`config.mk`:
```
export PLATFORM = sky130hd
export DESIGN_NAME = ide_port_a_seq
export DESIGN_NICKNAME = d
export VERILOG_FILES = /design/src/rtl/ide_port_a_seq.sv
export SDC_FILE = /design/constraint.sdc
export NUM_CORES = 1
export LEC_CHECK = 0
export ABC_AREA = 1
export CAP_MARGIN = 0
export CORE_ASPECT_RATIO = 1.5
export CORE_MARGIN = 5
export CORE_UTILIZATION = 55
export DETAILED_ROUTE_END_ITERATION = 10
export PLACE_DENSITY = 0.86
export SYNTH_ARGS = -nofsm -noshare
export SYNTH_HDL_FRONTEND = slang
export SYNTH_SLANG_ARGS = --single-unit
```
`constraint.sdc`:
```
create_clock -name CLK4_i -period 3.25 [get_ports CLK4_i]
set_clock_uncertainty 0.15 [all_clocks]
set_input_delay 0.65 -clock CLK4_i [delete_from_list [all_inputs] [get_ports CLK4_i]]
set_output_delay 0.65 -clock CLK4_i [all_outputs]
set_load 0.01 [all_outputs]
```
`src/rtl/ide_port_a_seq.sv`:
```
// ide_port_a_seq: Port A (IDE side) sequencer for the sector DMA buffer.
//   Gates IDE DMA bursts against buffer space/data, counts 256-word blocks and
//   drives the buffer Port A strobes plus CRC arm/enable for SecCnt_i blocks.
//   Inputs : CLK4_i, nRST_i (async, low), DMA_ARM_i, PS2WrIDE_i (1 = buffer->drive),
//            SecCnt_i, DMARQ_i, IdeWordIn_i, IdeWordOut_i, PA_HvSpace_i, PA_OD_Rdy_i, A0_i
//   Outputs: EnbA_o, WrA_o, IncAddrA_o, RegEA_o, HWOE_o, CRC_ARM_o, CRC_ENB_o, DMACK_o,
//            DOutValid_o, BlkLeft_o, Busy_o, XferDone_o, Overrun_o
module ide_port_a_seq #(
   parameter int SEC_W = 8
) (
   input  logic             CLK4_i,
   input  logic             nRST_i,
   input  logic             DMA_ARM_i,
   input  logic             PS2WrIDE_i,
   input  logic [SEC_W-1:0] SecCnt_i,
   input  logic             DMARQ_i,
   input  logic             IdeWordIn_i,
   input  logic             IdeWordOut_i,
   input  logic             PA_HvSpace_i,
   input  logic             PA_OD_Rdy_i,
   input  logic             A0_i,
   output logic             EnbA_o,
   output logic             WrA_o,
   output logic             IncAddrA_o,
   output logic             RegEA_o,
   output logic             HWOE_o,
   output logic             CRC_ARM_o,
   output logic             CRC_ENB_o,
   output logic             DMACK_o,
   output logic             DOutValid_o,
   output logic [SEC_W:0]   BlkLeft_o,
   output logic             Busy_o,
   output logic             XferDone_o,
   output logic             Overrun_o
);
   typedef enum logic [2:0] {S_IDLE, S_WAIT, S_RD, S_WFETCH, S_WREG, S_WHOLD, S_DONE} state_t;
   localparam logic [SEC_W:0] BLK_ONE = 1;
   state_t           state_q, state_d;
   logic             wr_q, wr_d;
   logic [SEC_W:0]   blk_q, blk_d;
   logic [7:0]       wcnt_q, wcnt_d;
   logic             ovr_q, ovr_d;
   logic             hwoe_q, hwoe_d;
   logic             dmack_q;
   logic             rd_ok, fetch, last;
   // DMACK is DMARQ delayed one cycle, shown only while a burst may run
   assign DMACK_o     = dmack_q && (state_q == S_RD || state_q == S_WHOLD);
   // a read word is only taken while acknowledged; buffer clear (arm low) suppresses it
   assign rd_ok       = DMA_ARM_i && state_q == S_RD && IdeWordIn_i && DMACK_o;
   assign fetch       = DMA_ARM_i && state_q == S_WFETCH;
   assign last        = wcnt_q == 8'hFF;
   assign EnbA_o      = rd_ok || fetch;
   assign IncAddrA_o  = rd_ok || fetch;
   assign WrA_o       = rd_ok;
   assign CRC_ENB_o   = rd_ok;
   assign RegEA_o     = DMA_ARM_i && state_q == S_WREG;
   assign HWOE_o      = hwoe_q && (state_q == S_WREG || state_q == S_WHOLD);
   assign DOutValid_o = state_q == S_WHOLD;
   assign CRC_ARM_o   = state_q != S_IDLE;
   assign Busy_o      = state_q != S_IDLE && state_q != S_DONE;
   assign XferDone_o  = state_q == S_DONE;
   assign Overrun_o   = ovr_q;
   assign BlkLeft_o   = blk_q;
   always_comb begin
      state_d = state_q;
      wr_d    = wr_q;
      blk_d   = blk_q;
      wcnt_d  = wcnt_q;
      ovr_d   = ovr_q;
      hwoe_d  = hwoe_q;
      if (!DMA_ARM_i) begin
         state_d = S_IDLE;
         wr_d    = 1'b0;
         blk_d   = '0;
         wcnt_d  = '0;
         ovr_d   = 1'b0;
         hwoe_d  = 1'b0;
      end else begin
         if (state_q != S_IDLE && ((IdeWordIn_i && !rd_ok) || (IdeWordOut_i && state_q != S_WHOLD)))
            ovr_d = 1'b1;
         case (state_q)
            // counters and flags are already zero in IDLE, so only load what the transfer needs
            S_IDLE: if (DMARQ_i) begin
               state_d = S_WAIT;
               wr_d    = PS2WrIDE_i;
               blk_d   = {SecCnt_i == '0, SecCnt_i};
            end
            S_WAIT: if (wr_q ? PA_OD_Rdy_i : PA_HvSpace_i) state_d = wr_q ? S_WFETCH : S_RD;
            S_RD, S_WHOLD: if (rd_ok || (state_q == S_WHOLD && IdeWordOut_i)) begin
               wcnt_d  = wcnt_q + 8'd1;
               blk_d   = last ? blk_q - BLK_ONE : blk_q;
               state_d = !last ? (state_q == S_RD ? S_RD : S_WFETCH) : (blk_q == BLK_ONE ? S_DONE : S_WAIT);
            end
            S_WFETCH: begin
               hwoe_d  = A0_i;
               state_d = S_WREG;
            end
            S_WREG: state_d = S_WHOLD;
            S_DONE: ;
            default: state_d = S_IDLE;
         endcase
      end
   end
   always_ff @(posedge CLK4_i or negedge nRST_i)
      if (!nRST_i) begin
         state_q <= S_IDLE;
         wr_q    <= 1'b0;
         blk_q   <= '0;
         wcnt_q  <= '0;
         ovr_q   <= 1'b0;
         hwoe_q  <= 1'b0;
         dmack_q <= 1'b0;
      end else begin
         state_q <= state_d;
         wr_q    <= wr_d;
         blk_q   <= blk_d;
         wcnt_q  <= wcnt_d;
         ovr_q   <= ovr_d;
         hwoe_q  <= hwoe_d;
         dmack_q <= DMARQ_i;
      end
endmodule

```
# Word level (Yosys, flattened, before mapping)

Cells that the tools add are included.

Register bits: 24
Bits of input ports: 18
Output and inout bits: 21
Word-level logic and storage cells: 82

Add/sub/neg operators: 2
Equality and inequality tests: 22
Muxes and demuxes: 25
Reductions and logical operators: 26

Operators with widths:

| cell                                                                    | number |
|---|---|
| 9-bit two-way mux                                                       | 4 |
| 8-bit two-way mux                                                       | 3 |
| 3-bit two-way mux                                                       | 6 |
| 3-bit inequality test, second input constant                            | 6 |
| 3-bit one-hot mux with 6 select lines                                   | 1 |
| 9-bit one-hot mux with 2 select lines                                   | 1 |
| 1-bit logical AND                                                       | 12 |
| 2-bit by 1-bit inequality test with 1-bit output, second input constant | 6 |
| 1-bit two-way mux                                                       | 10 |
| 3-bit equality test, second input constant                              | 3 |
| 9-bit by 1-bit equality test with 1-bit output, second input constant   | 1 |
| 9-bit by 1-bit subtractor with 9-bit output, second input constant      | 1 |
| 8-bit by 1-bit adder with 8-bit output, second input constant           | 1 |
| 8-bit equality test, second input constant                              | 1 |
| 8-bit logical NOT                                                       | 1 |
| 4-bit AND reduction                                                     | 2 |
| 3-bit by 2-bit equality test with 1-bit output, second input constant   | 2 |
| 1-bit logical OR                                                        | 5 |
| 2-bit AND reduction                                                     | 2 |
| 3-bit by 1-bit equality test with 1-bit output, second input constant   | 1 |
| 3-bit logical NOT                                                       | 1 |
| 3-bit by 1-bit inequality test with 1-bit output, second input constant | 1 |
| 3-bit nonzero test                                                      | 1 |
| 2-bit inequality test, second input constant                            | 1 |
| other kinds (2)                                                         | 2 |

# Logic depth before layout (Yosys ltp)

Gate-level depths: netlist of the first run.

Depth after elaboration: 10
Gate-level depth with buffers: 10

# Least setup slack after synthesis of the first run

Ideal clock, no wire load.

Kind: input -> output
Start point: input DMA_ARM_i
End point: output IncAddrA_o
Arrival time: 1.405 ns
Required time: 2.450 ns
Setup slack: 1.045 ns
Stages on the path: 6
Buffers on the path: 2
Path through: buf_6 > nand3_1 > nor2_4 > inv_1 > nand2_1 > buf_4

Longest elaborated chain between the ends: 4

Ends and longest elaborated chain:

| element                         | line | RTL |
|---|---|---|
| start, declared                 | 13   | `input logic DMA_ARM_i,` |
| 1-bit logical AND (3 in series) | 49   | `assign rd_ok = DMA_ARM_i && state_q == S_RD && IdeWordIn_i && DMACK_o;` |
| via CRC_ENB_o                   | 28   | `output logic CRC_ENB_o,` |
| 1-bit logical OR                | -    |  |
| end, declared                   | 24   | `output logic IncAddrA_o,` |

The timed path passes the listed nets, and every way through them passes these cells.

# Worst setup path in the final report of the first run

Start point: input DMA_ARM_i
End point: output RegEA_o

Longest elaborated chain between the ends: 1

Ends and longest elaborated chain:

| element           | line | RTL |
|---|---|---|
| 1-bit logical AND | 56   | `assign RegEA_o = DMA_ARM_i && state_q == S_WREG;` |
| end, declared     | 25   | `output logic RegEA_o,` |

Every way passes these cells.

==> metrics.txt, run 1 <==
sequential fraction of the synthesis area=33.7%; syn avg cell area=6.85 µm²; gr usage total=between 10% and 20%; post-detail-place hpwl=around 3200 µm; Leak Pwr=0.00109 µW; register area=roughly 600 µm²; final std cell area, no fill=0.00225 mm²; largest net degree at the start of global routing=25; Hold WC Path Type=flop to flop; initial antenna violation count=0; Nets=320; clock sink count=24; post-synthesis net count=approximately 280; Final setup viols=0; Max-cap violations=0; Final Critical Period=2.97 ns; DRT Pass-1 Iters=4; FF-to-FF End=BlkLeft_o[3]; fmax=approximately 340 MHz; Iteration-0 DRC Markers=27; Post-CTS Resized=0; Mapped Cells=260; status=completed; period utilization=91.3%; VDD IR max=564 µV; placed cell area=0.00218 mm²; Ys Warns=0; total number of vias=1749; die width=approximately 56 µm; top cell type's share of synthesized area=33.7%; Root Buffer=clkbuf_8; Area Overhead vs Synth=26.4%; final-report max-slew violation count=0; Post-CTS Setup Bufs=0; R2R cell count=8; most frequent cell after synthesis=nand2_1; # hold bufs at CTS=0; num rows=25; leading area contributor after synthesis=dfrtp_1; first-pass GRT wire length=6990 µm; CTS clk-pin slew, worst paths=0.09 ns; Routed WL=4110 µm; crit path max fanout=18; Fin. Hold Viols=0; Post-synth EDFFs=0; ys flop type=dfrtp_1; worst-margin pin slew=0.487 ns; antenna viol nets, final=0; clock tree buffer depth=2; Synth top cells by count=87 x nand2_1, 32 x nor2_1, 24 x dfrtp_1; share of cells above drive strength 1=about 12%; CTS tree=yes; internal reg-to-reg setup slack=1.30 ns; CP Class=input pin to output pin; Setup TNS=0 ns; I/O Pins=39; Worst Path Required=~2.5 ns; core area=0.00313 mm²; Setup crit end kind=output pin; startpoint type of the worst setup path=input pin; vias in the first global route=1671; CTS Buf Count=3; synthesis-stage register bit count=24; CP endpoint=RegEA_o; global route overflow=0; # diodes=0; area of the multi-input gates=0.00102 mm²; Die ar.=0.00450 mm²; H-Tree Depth=1; unrepaired setup endpoints after global routing=false; Hold WS=roughly 0.37 ns; fillcell total=248; Post-route DRC=0; Die Y=79.7 µm; PortBufs=38; Final GP Congestion=approximately 0.9; largest cells by area after synthesis=dfrtp_1 34%, nand2_1 18%, nor2_1 6.7%; cell area after synthesis=approximately 0.0018 mm²; Avg WL per Cell=12.2 µm; pwr/cell area=764 mW/mm²; ys async rst share=100%; Rel. slew slack=roughly 67%; clk_lat worst skew=0.27 ns; FF-to-FF Start=state_q[2]; starting density of the core=~57%; Worst EP arrival=2.17 ns; worst setup path startpoint=DMA_ARM_i; synth unique cells=30; vias per cell=5.17
[worst max-delay path, stage by stage]
cell             delay (ns)
clkdlybuf4s50_1        0.49
buf_4                  0.24
inv_2                  0.05
nor3_1                 0.17
clkdlybuf4s50_1        0.56
[power by group]
group | internal (µW) | switching, µW | leakage [µW]
sequential | 376 | 125 | 0.000321
clock | 165 | 98.5 | 0.0000357
combinational | 398 | 558 | 0.000734
total | 938 | 782 | 0.00109
[per-layer routing]
layer | track usage (%) | share of wire [%] | up-vias
met1 | 22.8 | 43 | 790
met2 | 34.0 | 49 | 50
li1 | - | - | 896
met5 | 0 | 0 | -
met4 | 6.89 | 2.5 | 0
met3 | 3.40 | 5.0 | 13
[how the worst min path moves through the flow]
stage | from | end | slack, ns | cells past startpoint
floorplan | nRST_i | BlkLeft_o[0] | 0.20 | 0
global placement | wcnt_q[0] | wcnt_q[0] | 0.34 | 1
detailed placement | wcnt_q[0] | wcnt_q[0] | 0.35 | 1
CTS | wcnt_q[0] | wcnt_q[0] | 0.37 | 1
global route | wcnt_q[0] | wcnt_q[0] | 0.41 | 1
finish | wcnt_q[0] | wcnt_q[0] | 0.37 | 1
[cells in the final DEF (no fill, tap or decap), types with 6 or more instances in the layout]
cell type         n
dfrtp_1          24
nor2_1           32
nor3_1            6
clkdlybuf4s50_1  38
inv_2             6
o21ai_0          16
nand2_2           9
nand3_1          13
inv_1            21
nand2_1          87
[sequential cells by signal, summed over array words and instances (netlist names)]
signal / flops
wr_q: 1
wcnt_q: 8
dmack_q: 1
BlkLeft_o: 9
state_q: 3
Overrun_o: 1
hwoe_q: 1
[cell type report]
class | count | share of cell area (%)
multi-input combinational | 201 | 45.3
inverter | 28 | 4.72
tap | 40 | 2.22
clock buffer | 3 | 1.83
clock inverter | 1 | 1.33
timing repair buffer | 41 | 17.9
sequential | 24 | 26.7
[per-stage QoR]
stage,power [µW],util [%],setup WS [ns],std cells
6_report,1720,72.0,0.284,338
5_1_grt,1850,72.0,0.213,338
4_1_cts,1720,72.0,0.281,338
3_5_place_dp,1450,69.7,0.286,334
3_3_place_gp,1440,69.7,0.280,334
2_1_floorplan,1130,-,1.05,260
[cell families (layout without fill, tap and decap cells)]
group,after synthesis,count (layout),synth area share [%]
buffers and inverters,35,73,8.99
adders and majority gates,3,3,2.11
AOI/OAI and AO/OA,27,27,7.87
and+or+nand+nor,167,167,45.3
xor gates and xnor gates,4,4,1.97
DFF,24,24,33.7
No activity file was read; power rests on OpenSTA's default activity.
==> run 2, diff against run 1 <==
- TNS_END_PERCENT: default -> 50
==> results of run 2 <==
Same layout as run 1: the final DEF is identical, and so are final timing and power.
==> run 3, diff against run 2 <==
- RECOVER_POWER: default -> 25
==> metrics.txt, run 3 (same netlist as run 1, synthesis figures left out) <==
die width=56.5 µm (unchanged); CTS clk-pin slew, worst paths=0.09 ns (about the same); initial antenna violation count=0 (unchanged); CP Class=input pin to output pin; vias in the first global route=1671 (unchanged); first-pass GRT wire length=6990 µm (unchanged); Iteration-0 DRC Markers=27 (unchanged); commonest non-fill, non-tap cell in the layout=nand2_1; clock sink count=24 (unchanged); Worst EP arrival=2.17 ns (about the same); FF-to-FF Start=state_q[2]; placed cell area=0.00218 mm² (unchanged); unrepaired setup endpoints after global routing=false; starting density of the core=56.9% (unchanged); CTS tree=yes; Rel. slew slack=12.2% (-55 points); PortBufs=38 (unchanged); Setup crit end kind=output pin; final std cell area, no fill=0.00225 mm² (-0.17%); commonest non-fill, non-tap cells in the layout=87 x nand2_1, 36 x clkdlybuf4s50_1, 32 x nor2_1; post-detail-place hpwl=3210 µm (unchanged); Post-route DRC=0 (unchanged); max reg flops=9 (unchanged); clk_lat worst skew=0.27 ns (about the same); status=completed; Hold Path Stages=1 (unchanged); Hold WC Path Type=flop to flop; antenna viol nets, final=0 (unchanged); Final GP Congestion=0.876 (unchanged); Routed WL=4110 µm (about the same); Final setup viols=0 (unchanged); CTS Buf Count=3 (unchanged); Fin. Hold Viols=0 (unchanged); largest net degree at the start of global routing=25 (unchanged); period utilization=91.3% (about the same); gr usage total=19.2% (unchanged); worst-margin pin slew=1.32 ns (+0.830 ns); Avg WL per Cell=12.2 µm (about the same); Max-cap violations=0 (unchanged); clock tree buffer depth=2 (unchanged); Area Overhead vs Synth=26.2%; startpoint type of the worst setup path=input pin; num rows=25 (unchanged); H-Tree Depth=1 (unchanged); Hold WS=0.368 ns (-0.00000400 ns); total number of vias=1748 (-0.057%); worst setup path startpoint=DMA_ARM_i; global route overflow=0 (unchanged); Post-CTS Resized=0 (unchanged); Root Buffer=clkbuf_8; # hold bufs at CTS=0 (unchanged); vias per cell=5.17 (about the same); VDD IR max=564 µV (about the same); final-report max-slew violation count=0 (unchanged); Nets=320 (unchanged); pwr/cell area=765 mW/mm² (+0.10%); Setup TNS=0 ns (unchanged); crit path max fanout=18 (unchanged); share of cells above drive strength 1=12.1% (-0.34 points); core area=0.00313 mm² (unchanged); fmax=337 MHz (about the same); Leak Pwr=0.00109 µW (-0.28%); # diodes=0 (unchanged); hold path start=wcnt_q[0]; Die Y=79.7 µm (unchanged); I/O Pins=39 (unchanged); Die ar.=0.00450 mm² (unchanged); Final Critical Period=2.97 ns (+0.0000690 ns); Post-CTS Setup Bufs=0 (unchanged); R2R cell count=8 (unchanged); DRT Pass-1 Iters=4 (unchanged); Worst Path Required=2.45 ns (about the same)
## run 3: layout make-up
type,instances,area (µm²)
Fill cell,250,881
Multi-Input combinational cell,201,1020
Clock inverter,1,30.0
Inverter,28,106
Sequential cell,24,601
Timing Repair Buffer,41,399
Tap cell,40,50.0
Clock buffer,3,41.3
## run 3: per-stage QoR
stage                     total power [µW]  setup slack, ns  std cells  util (%)
after global placement                1440            0.280        334      69.7
after CTS                             1720            0.281        338      72.0
final                                 1720            0.284        338      71.8
after floorplan                       1130             1.05        260         -
after global routing                  1850            0.213        338      71.8
after detailed placement              1450            0.286        334      69.7
## run 3: power breakdown
part,switching (µW),internal (µW),total [µW]
logic,558,397,955
clock network,98.5,165,263
registers,125,376,501
## run 3: final timing paths
path	end	slack [ns]
max in group asynchronous	BlkLeft_o[1]	1.14
worst min register to register	wcnt_q[0]	0.37
worst max register to register	BlkLeft_o[3]	1.30
worst min-delay path	wcnt_q[0]	0.37
worst max-delay path	RegEA_o	0.28
min in group asynchronous	BlkLeft_o[7]	1.04
## run 3: worst max-delay path: stages
cell             delay, ns
clkdlybuf4s50_1       0.49
buf_4                 0.24
inv_2                 0.05
nor3_1                0.17
clkdlybuf4s50_1       0.56
## run 3: layer usage
layer	part of all wire [%]	vias up	global-route usage (%)
li1	-	895	-
met1	43	790	22.8
met2	49	50	34.0
met3	4.9	13	3.40
met4	2.5	0	6.89
met5	0	-	0
